$ cat src/rtl/shift_frame_pkg.sv
// Shared types for the serial frame receiver: FSM state encoding and the
// bit-counter width helper.
package shift_frame_pkg;

    typedef enum logic [1:0] {
        ST_IDLE   = 2'd0,
        ST_RECV   = 2'd1,
        ST_PARITY = 2'd2,
        ST_DONE   = 2'd3
    } rx_state_e;

    // Counter must hold the value WIDTH itself, so it needs clog2(WIDTH+1) bits.
    function automatic int cnt_width(input int width);
        return $clog2(width + 1);
    endfunction

endpackage

$ cat src/rtl/shift_directional_reg.sv
// Bidirectional serial-in shift register with synchronous clear; a clear and a
// shift in the same cycle leave only the new bit in an otherwise empty register.
module shift_directional_reg #(
    parameter int WIDTH = 8
) (
    input  logic             clk,
    input  logic             rst_n,
    input  logic             clear,
    input  logic             shift_en,
    input  logic             direction,
    input  logic             data_in,
    output logic [WIDTH-1:0] q
);

    logic [WIDTH-1:0] q_q;
    logic [WIDTH-1:0] q_d;
    logic [WIDTH-1:0] base;

    // direction=1 moves bits toward bit 0 with the new bit at the MSB.
    always_comb begin
        base = clear ? '0 : q_q;
        q_d  = base;
        if (shift_en) begin
            if (direction) begin
                q_d = {data_in, base[WIDTH-1:1]};
            end else begin
                q_d = {base[WIDTH-2:0], data_in};
            end
        end
    end

    always_ff @(posedge clk or negedge rst_n) begin
        if (!rst_n) begin
            q_q <= '0;
        end else begin
            q_q <= q_d;
        end
    end

    assign q = q_q;

endmodule

$ cat src/rtl/shift_frame_rx_ctrl.sv
// Serial frame receiver: assembles WIDTH bits into a held output word with
// overrun tracking. Optional trailing even-parity bit via SHIFT_FRAME_RX_PARITY_EN.
module shift_frame_rx_ctrl
    import shift_frame_pkg::*;
#(
    parameter int WIDTH = 8
) (
    input  logic             clk,
    input  logic             rst_n,
    input  logic             start,
    input  logic             lsb_first,
    input  logic             bit_valid,
    input  logic             bit_in,
    output logic [WIDTH-1:0] word_out,
    output logic             word_valid,
    input  logic             word_ready,
    output logic             parity_err,
    output logic             overrun,
    input  logic             clr_overrun,
    output logic             busy
);

    localparam int             CW       = cnt_width(WIDTH);
    localparam logic [CW-1:0]  CNT_FULL = CW'(WIDTH);

    // Output handshake: word_out is valid while word_valid is high and is
    // consumed on any edge where word_valid and word_ready are both high.
    rx_state_e        state_q, state_d;
    logic [CW-1:0]    cnt_q, cnt_d;
    logic             dir_q, dir_d;
    logic [WIDTH-1:0] word_q, word_d;
    logic             word_valid_q, word_valid_d;
    logic             overrun_q, overrun_d;
    logic [WIDTH-1:0] sr;
    logic             frame_full;
    logic             shift_en;
    logic             dir_eff;
    logic             load_word;
    logic             drop_word;

`ifdef SHIFT_FRAME_RX_PARITY_EN
    logic par_bit_q, par_bit_d;
    logic par_seen_q, par_seen_d;
    logic perr_q, perr_d;
`endif

    assign frame_full = (cnt_q == CNT_FULL);
    assign dir_eff    = start ? lsb_first : dir_q;
    assign shift_en   = bit_valid && (start || (state_q == ST_RECV && !frame_full));

    always_ff @(posedge clk or negedge rst_n) begin
        if (!rst_n) begin
            state_q <= ST_IDLE;
        end else begin
            state_q <= state_d;
        end
    end

    // A start is honoured in every state and always restarts the frame.
    always_comb begin
        state_d = state_q;
        if (start) begin
            state_d = ST_RECV;
        end else begin
            case (state_q)
                ST_IDLE: state_d = ST_IDLE;
                ST_RECV: begin
                    if (frame_full) begin
`ifdef SHIFT_FRAME_RX_PARITY_EN
                        state_d = ST_PARITY;
`else
                        state_d = ST_DONE;
`endif
                    end
                end
                ST_PARITY: begin
`ifdef SHIFT_FRAME_RX_PARITY_EN
                    if (par_seen_q) begin
                        state_d = ST_DONE;
                    end
`else
                    state_d = ST_IDLE;
`endif
                end
                ST_DONE: state_d = ST_IDLE;
                default: state_d = ST_IDLE;
            endcase
        end
    end

    always_comb begin
        busy      = (state_q != ST_IDLE);
        load_word = 1'b0;
        drop_word = 1'b0;
        if (state_q == ST_DONE) begin
            load_word = !word_valid_q || word_ready;
            drop_word = !load_word;
        end
    end

    shift_directional_reg #(
        .WIDTH(WIDTH)
    ) u_shift (
        .clk      (clk),
        .rst_n    (rst_n),
        .clear    (start),
        .shift_en (shift_en),
        .direction(dir_eff),
        .data_in  (bit_in),
        .q        (sr)
    );

    always_comb begin
        cnt_d        = cnt_q;
        dir_d        = dir_q;
        word_d       = word_q;
        word_valid_d = word_valid_q;
        overrun_d    = overrun_q;
        if (start) begin
            cnt_d = bit_valid ? CW'(1) : '0;
            dir_d = lsb_first;
        end else if (shift_en) begin
            cnt_d = cnt_q + CW'(1);
        end
        if (load_word) begin
            word_d       = sr;
            word_valid_d = 1'b1;
        end else if (word_valid_q && word_ready) begin
            word_valid_d = 1'b0;
        end
        if (drop_word) begin
            overrun_d = 1'b1;
        end else if (clr_overrun) begin
            overrun_d = 1'b0;
        end
    end

    always_ff @(posedge clk or negedge rst_n) begin
        if (!rst_n) begin
            cnt_q        <= '0;
            dir_q        <= 1'b0;
            word_q       <= '0;
            word_valid_q <= 1'b0;
            overrun_q    <= 1'b0;
        end else begin
            cnt_q        <= cnt_d;
            dir_q        <= dir_d;
            word_q       <= word_d;
            word_valid_q <= word_valid_d;
            overrun_q    <= overrun_d;
        end
    end

`ifdef SHIFT_FRAME_RX_PARITY_EN
    // The parity bit is latched first, then the next cycle moves to DONE.
    always_comb begin
        par_bit_d  = par_bit_q;
        par_seen_d = 1'b0;
        perr_d     = perr_q;
        if (!start && state_q == ST_PARITY && !par_seen_q && bit_valid) begin
            par_seen_d = 1'b1;
            par_bit_d  = bit_in;
        end
        if (load_word) begin
            perr_d = (^sr) ^ par_bit_q;
        end
    end

    always_ff @(posedge clk or negedge rst_n) begin
        if (!rst_n) begin
            par_bit_q  <= 1'b0;
            par_seen_q <= 1'b0;
            perr_q     <= 1'b0;
        end else begin
            par_bit_q  <= par_bit_d;
            par_seen_q <= par_seen_d;
            perr_q     <= perr_d;
        end
    end

    assign parity_err = perr_q;
`else
    assign parity_err = 1'b0;
`endif

    assign word_out   = word_q;
    assign word_valid = word_valid_q;
    assign overrun    = overrun_q;

endmodule

$ cat config.mk
export PLATFORM = sky130hd
export DESIGN_NAME = shift_frame_rx_ctrl
export DESIGN_NICKNAME = d
export VERILOG_FILES = /design/src/rtl/shift_frame_pkg.sv /design/src/rtl/shift_directional_reg.sv /design/src/rtl/shift_frame_rx_ctrl.sv
export SDC_FILE = /design/constraint.sdc
export NUM_CORES = 1
export LEC_CHECK = 0
export CAP_MARGIN = 10
export CORE_MARGIN = 3
export CORE_UTILIZATION = 30
export CTS_BUF_LIST = sky130_fd_sc_hd__clkbuf_4 sky130_fd_sc_hd__clkbuf_8
export CTS_CLUSTER_SIZE = 20
export DETAILED_ROUTE_END_ITERATION = 12
export SYNTH_ARGS = -nofsm -noshare
export SYNTH_HDL_FRONTEND = slang
export SYNTH_SLANG_ARGS = --single-unit
$ cat constraint.sdc
create_clock -name clk -period 2.7 [get_ports clk]
set_input_delay 0.405 -clock clk [delete_from_list [all_inputs] [get_ports clk]]
set_output_delay 0.405 -clock clk [all_outputs]
set_load 0.03 [all_outputs]
==> flow_summary.toml, run 1 <==
[run_status]
status = "finished clean"

[yosys]
synthesis.area_sq_um = 1280
netlist_top_cells_area = "dfrtp_1, mux2_1, mux2i_1"
avgSynthCellArea_sq_um = 11.8
synth_seq_area_share_pct = 48.9
netlist_instances = 108
synth_seq_cells = 25
yosysWarnings = 0
synth_top_area_share_pct = 48.9
yosysTopAreaCell = "dfrtp_1"
syn_nets = 118
post_synth_num_cell_types = 33

[global_route]
grt_max_degree = 26
antenna_found_initial = 0
grt_pass1_vias = 869
grt_usage_pct = 10.2
grt_pass1_wl_mm = 4.01
grt_overflow_total = 0

[die]
die_w_um = 71.3
coreArea_sq_um = 4060
rows = 23
die-height_um = 71.3
start_util_pct = 31.5
design.die.area_sq_um = 5080
io_pins = 20

[power]
intPower_uw = 562
power_frac_seq_pct = 55.4
clock_power_share_pct = 30.4
power_density_nw_per_um2 = 483
p_leak_nw = 0.717
p_comb_share_pct = 14.2
power.switching_uw = 184
peakVddDrop_mv = 0.242
p_sw_share_pct = 24.7

[route]
drc_errors = 0
wire_per_inst_um = 13.2
dr.first_iter.drc_count = 24
routed_wirelength_mm = 2.31
ant_nets = 0
via_count = 825
firstDrtPassIters = 4
via_per_inst = 4.71

[placed_design]
post_dp_cell_area_sq_um = 1500
port_buffers = 18
hpwlAfterDp_mm = 1.68
gp_congestion = 0.830

[clocking]
cts_setup_buffers = 0
cts_tree = "built"
cts_sinks = 25
post_cts_resized = 0
clk_latency_ps = 260
htree_levels = 1
clockRootBuffer = "clkbuf_8"
cts_hold_buf = 0
cts_made_buffers = 3
clock_path_buffers = 2
clkSlewWorstSetupHoldPaths_ps = 80

[setup_path]
arrival_ps = 1530
cp_max_fo = 3
critPathLaunchType = "register"
crit_type = "register to output port"
required_ps = 2300
end_kind = "output port"

[timing]
finalCriticalPeriod_ps = 1940
hold_viol_final = 0
clock_skew_ps = 1.64
final.period_utilization_pct = 71.7
worst_slew_pin_slew_ps = 539
rsz0062_at_grt = "false"
fmax_mhz = 517
maxSlewHeadroom_pct = 63.9
whs_ps = 486
tns_ps = 0
final_max_slew_viol_count = 0
finalSetupViolations = 0

[cells_and_area]
utilization_pct = 38.1
stdcell_area_sq_um = 1550
layout-drive-gt1-share_pct = 12.0
areaGrowthSynthToFinish_pct = 20.8
fillers = 372
nets = 136
n_antenna_cell = 0

[flow_run]
maxCapViolations = 0

[worst_hold_path]
holdCritPathClass = "register to register"
==> placed cells by master, fill, tap and decap left out, types with 3 or more instances in the layout <==
cell type / netlist / routed
dfrtp_1: 25 / 25
clkdlybuf4s50_1: 0 / 18
inv_1: 10 / 10
mux2_1: 9 / 9
mux2i_1: 9 / 9
a41o_1: 7 / 7
a21oi_1: 5 / 5
nor2b_1: 4 / 4
nand2_1: 3 / 3
nor2_1: 3 / 3
clkbuf_8: 0 / 3
buf_4: 1 / 3
==> sequential cells by signal (all words and copies together), names as in the netlist <==
signal and cells:
word_out 8, dir_q 1, cnt_q 4, state_q 2, word_valid 1, overrun 1
u_shift.q 8
==> worst max-delay path: stages (launching register included) <==
cell	delay (ps)
dfrtp_1	390
or2_2	290
clkdlybuf4s50_1	590
==> cells by family after synthesis <==
group           after synthesis  synth area share, %
compound gates               21                 13.7
xor+xnor                      1                0.685
mux                          20                 17.3
fa+ha+maj                     2                 1.96
flops                        25                 48.9
buf+inv                      18                 6.65
other cells                   1                0.293
simple gates                 20                 10.5
==> final timing paths <==
kind                                               from                       to  slack (ps)  depth (start not counted)
worst min-delay path            word_out[1]$_DFFE_PN0P_  word_out[1]$_DFFE_PN0P_         490                          1
max in group asynchronous                         rst_n   u_shift.q[7]$_DFF_PN0_        1960                          2
min in group asynchronous                         rst_n  word_out[0]$_DFFE_PN0P_         500                          2
worst max register to register     cnt_q[0]$_DFFE_PN0P_   u_shift.q[7]$_DFF_PN0_        1120                          5
worst max-delay path             state_q[0]$_DFFE_PN0P_                     busy         760                          2
worst min register to register  word_out[1]$_DFFE_PN0P_  word_out[1]$_DFFE_PN0P_         490                          1
==> layer usage <==
| layer | GRT usage [%] | routed length, um |
|---|---|---|
| met4 | 6.68 | 61 |
| met5 | 0 | 0 |
| met3 | 2.24 | 69 |
| met1 | 12.4 | 1110 |
| met2 | 16.1 | 1070 |
==> Yosys cell counts (all sizes together) <==
| master | count |
|---|---|
| a21oi | 7 |
| a311oi | 1 |
| a31o | 1 |
| a41o | 7 |
| and3 | 1 |
| buf | 7 |
| clkbuf | 1 |
| conb | 1 |
| dfrtp | 25 |
| ha | 2 |
| inv | 10 |
| mux2 | 11 |
| mux2i | 9 |
| nand2 | 3 |
| nand2b | 2 |
| nand3 | 1 |
| nand3b | 1 |
| nand4 | 1 |
| nand4bb | 1 |
| nor2 | 3 |
| nor2b | 5 |
| o211ai | 2 |
| o21ai | 2 |
| o22ai | 1 |
| or2 | 2 |
| xnor2 | 1 |
==> power by group through the flow <==
stage | clock [mW] | combinational [mW] | sequential [mW]
after CTS | 0.238 | 0.108 | 0.414
after global placement | 0 | 0.106 | 0.420
after detailed placement | 0 | 0.107 | 0.422
after floorplan | 0 | 0.0713 | 0.417
after global routing | 0.255 | 0.117 | 0.417
final | 0.227 | 0.106 | 0.413
==> cell type report <==
| class | instances | area, sq um | area share (%) |
|---|---|---|---|
| Clock buffer | 4 | 48.8 | 3.16 |
| Tap cell | 50 | 62.6 | 4.05 |
| Multi-Input combinational cell | 65 | 568 | 36.8 |
| Sequential cell | 25 | 626 | 40.5 |
| Timing Repair Buffer | 21 | 203 | 13.1 |
| Inverter | 10 | 37.5 | 2.43 |
==> stage by stage <==
step	cells	setup WS, ps	total power [mW]
after floorplan	108	1340	0.488
after global routing	175	706	0.790
after CTS	175	751	0.759
final	175	765	0.746
after global placement	171	850	0.527
after detailed placement	171	826	0.529
(Power assumes the default switching activity.)
==> run 2, diff against run 1 <==
==> constraint.sdc (replaced) <==
create_clock -name clk -period 1.9 [get_ports clk]
set_input_delay 0.285 -clock clk [delete_from_list [all_inputs] [get_ports clk]]
set_output_delay 0.285 -clock clk [all_outputs]
set_load 0.03 [all_outputs]
==> run 2 against run 1 <==
Sequential power rose by 42%. Via count is 2.9% higher. Worst setup slack got worse by 680 ps. Combinational power up 46%. Wire length rose by 4.5%.
==> flow_summary.toml, run 2 (synthesis results as in run 1) <==
[setup_path]
rr_startpoint = "cnt_q[0]$_DFFE_PN0P_"
required_ps = 1620
cp_max_fo = 3
critPathLaunchType = "register"
arrival_ps = 1530
cp_cell_sequence = "or2_2 -> clkdlybuf4s50_1"
crit_type = "register to output port"
setup.worst_path.start = "state_q[0]$_DFFE_PN0P_"
cpPeakStageDelay_ps = 590
crit_slowest_cell = "clkdlybuf4s50_1"
end_kind = "output port"

[placed_design]
gp_congestion = 0.762
hpwlAfterDp_mm = 1.73
port_buffers = 18
post_dp_cell_area_sq_um = 1530
dp.cells = 175
dpl_worst_slack_ps = 221

[die]
die-height_um = 71.3
io_pins = 20
rows = 23
design.die.area_sq_um = 5080
start_util_pct = 31.5
die_w_um = 71.3
coreArea_sq_um = 4060

[route]
firstDrtPassIters = 4
wire_per_inst_um = 13.5
routed_wirelength_mm = 2.42
dr.first_iter.drc_count = 41
via_per_inst = 4.74
via_count = 849
drc_errors = 0
ant_nets = 0

[global_route]
grt_pass1_vias = 856
antenna_found_initial = 0
grt_overflow_total = 0
grt_usage_pct = 10.3
grt_max_degree = 26
grt_pass1_wl_mm = 4.16

[power]
peakVddDrop_mv = 0.243
power_density_nw_per_um2 = 678
p_leak_nw = 0.735

[cells_and_area]
multi_input_area_sq_um = 568
fillers = 393
areaGrowthSynthToFinish_pct = 23.2
utilization_pct = 38.8
layout_common_cells = "dfrtp_1, clkdlybuf4s50_1, inv_1"
nets = 140
stdcell_count = 179
n_antenna_cell = 0
layout-drive-gt1-share_pct = 14.7
regArea_sq_um = 626
stdcell_area_sq_um = 1580
layout_commonest_cell = "dfrtp_1"

[flow_run]
maxCapViolations = 0

[timing]
fin_ws_ps = 84.7
finalCriticalPeriod_ps = 1820
final.period_utilization_pct = 95.5
rsz0062_at_grt = "false"
fmax_mhz = 551
hold_viol_final = 0
finalSetupViolations = 0
tns_ps = 0
clock_skew_ps = 0.795
final_max_slew_viol_count = 0

[clocking]
post_cts_resized = 0
cts_sinks = 25
cts_setup_buffers = 0
clock_path_buffers = 2
clkSlewWorstSetupHoldPaths_ps = 80
clk_latency_ps = 260
cts_made_buffers = 3
htree_levels = 1
cts_tree = "built"
clockRootBuffer = "clkbuf_8"
cts_hold_buf = 0

[worst_hold_path]
holdCritPathClass = "input port to asynchronous set/reset pin"

[run_status]
status = "finished clean"
[run 2: cell types whose count changed in the layout (fill, tap and decap cells not counted)]
| cell | before | now |
|---|---|---|
| buf_4 | 3 | 7 |
[run 2: area by class of cell]
class | instances | area share (%)
multi-input combinational | 65 | 36.1
clock buffer | 4 | 3.10
sequential | 25 | 39.7
timing repair buffer | 25 | 14.8
tap | 50 | 3.97
inverter | 10 | 2.38
[run 2: per-layer routing]
layer,up-vias,GRT usage (%),share of wire (%)
li1,424,-,-
met1,396,13.7,46
met2,22,15.3,47
met3,7,2.38,4.3
met4,0,6.26,2.8
met5,-,0,0
[run 2: final timing paths]
check                                                to  slack (ps)  cells past startpoint
worst max-delay path                               busy          80                      2
worst min-delay path            word_out[7]$_DFFE_PN0P_         380                      2
worst max register to register     cnt_q[1]$_DFFE_PN0P_         470                      6
worst min register to register  word_out[0]$_DFFE_PN0P_         490                      1
max in group asynchronous       word_out[5]$_DFFE_PN0P_        1280                      2
min in group clk                word_out[0]$_DFFE_PN0P_         490                      1
[run 2: report_power, final]
part | switching, mW | internal [mW] | total, mW
Combinational | 0.0755 | 0.0796 | 0.155
Clock | 0.161 | 0.164 | 0.325
Sequential | 0.0298 | 0.558 | 0.588
Total | 0.266 | 0.802 | 1.07
[run 2: critical path: cells and delay by family, from the launching register on]
kind | cells | cell delay, ps
flops | 1 | 390
simple gates | 1 | 290
buf+inv | 1 | 590
[run 2: stage by stage]
step	total power, mW	hold WS (ps)
6_report	1.07	379
5_1_grt	1.12	403
4_1_cts	1.08	390
3_5_place_dp	0.755	474
3_3_place_gp	0.751	468
2_1_floorplan	0.694	-10.6
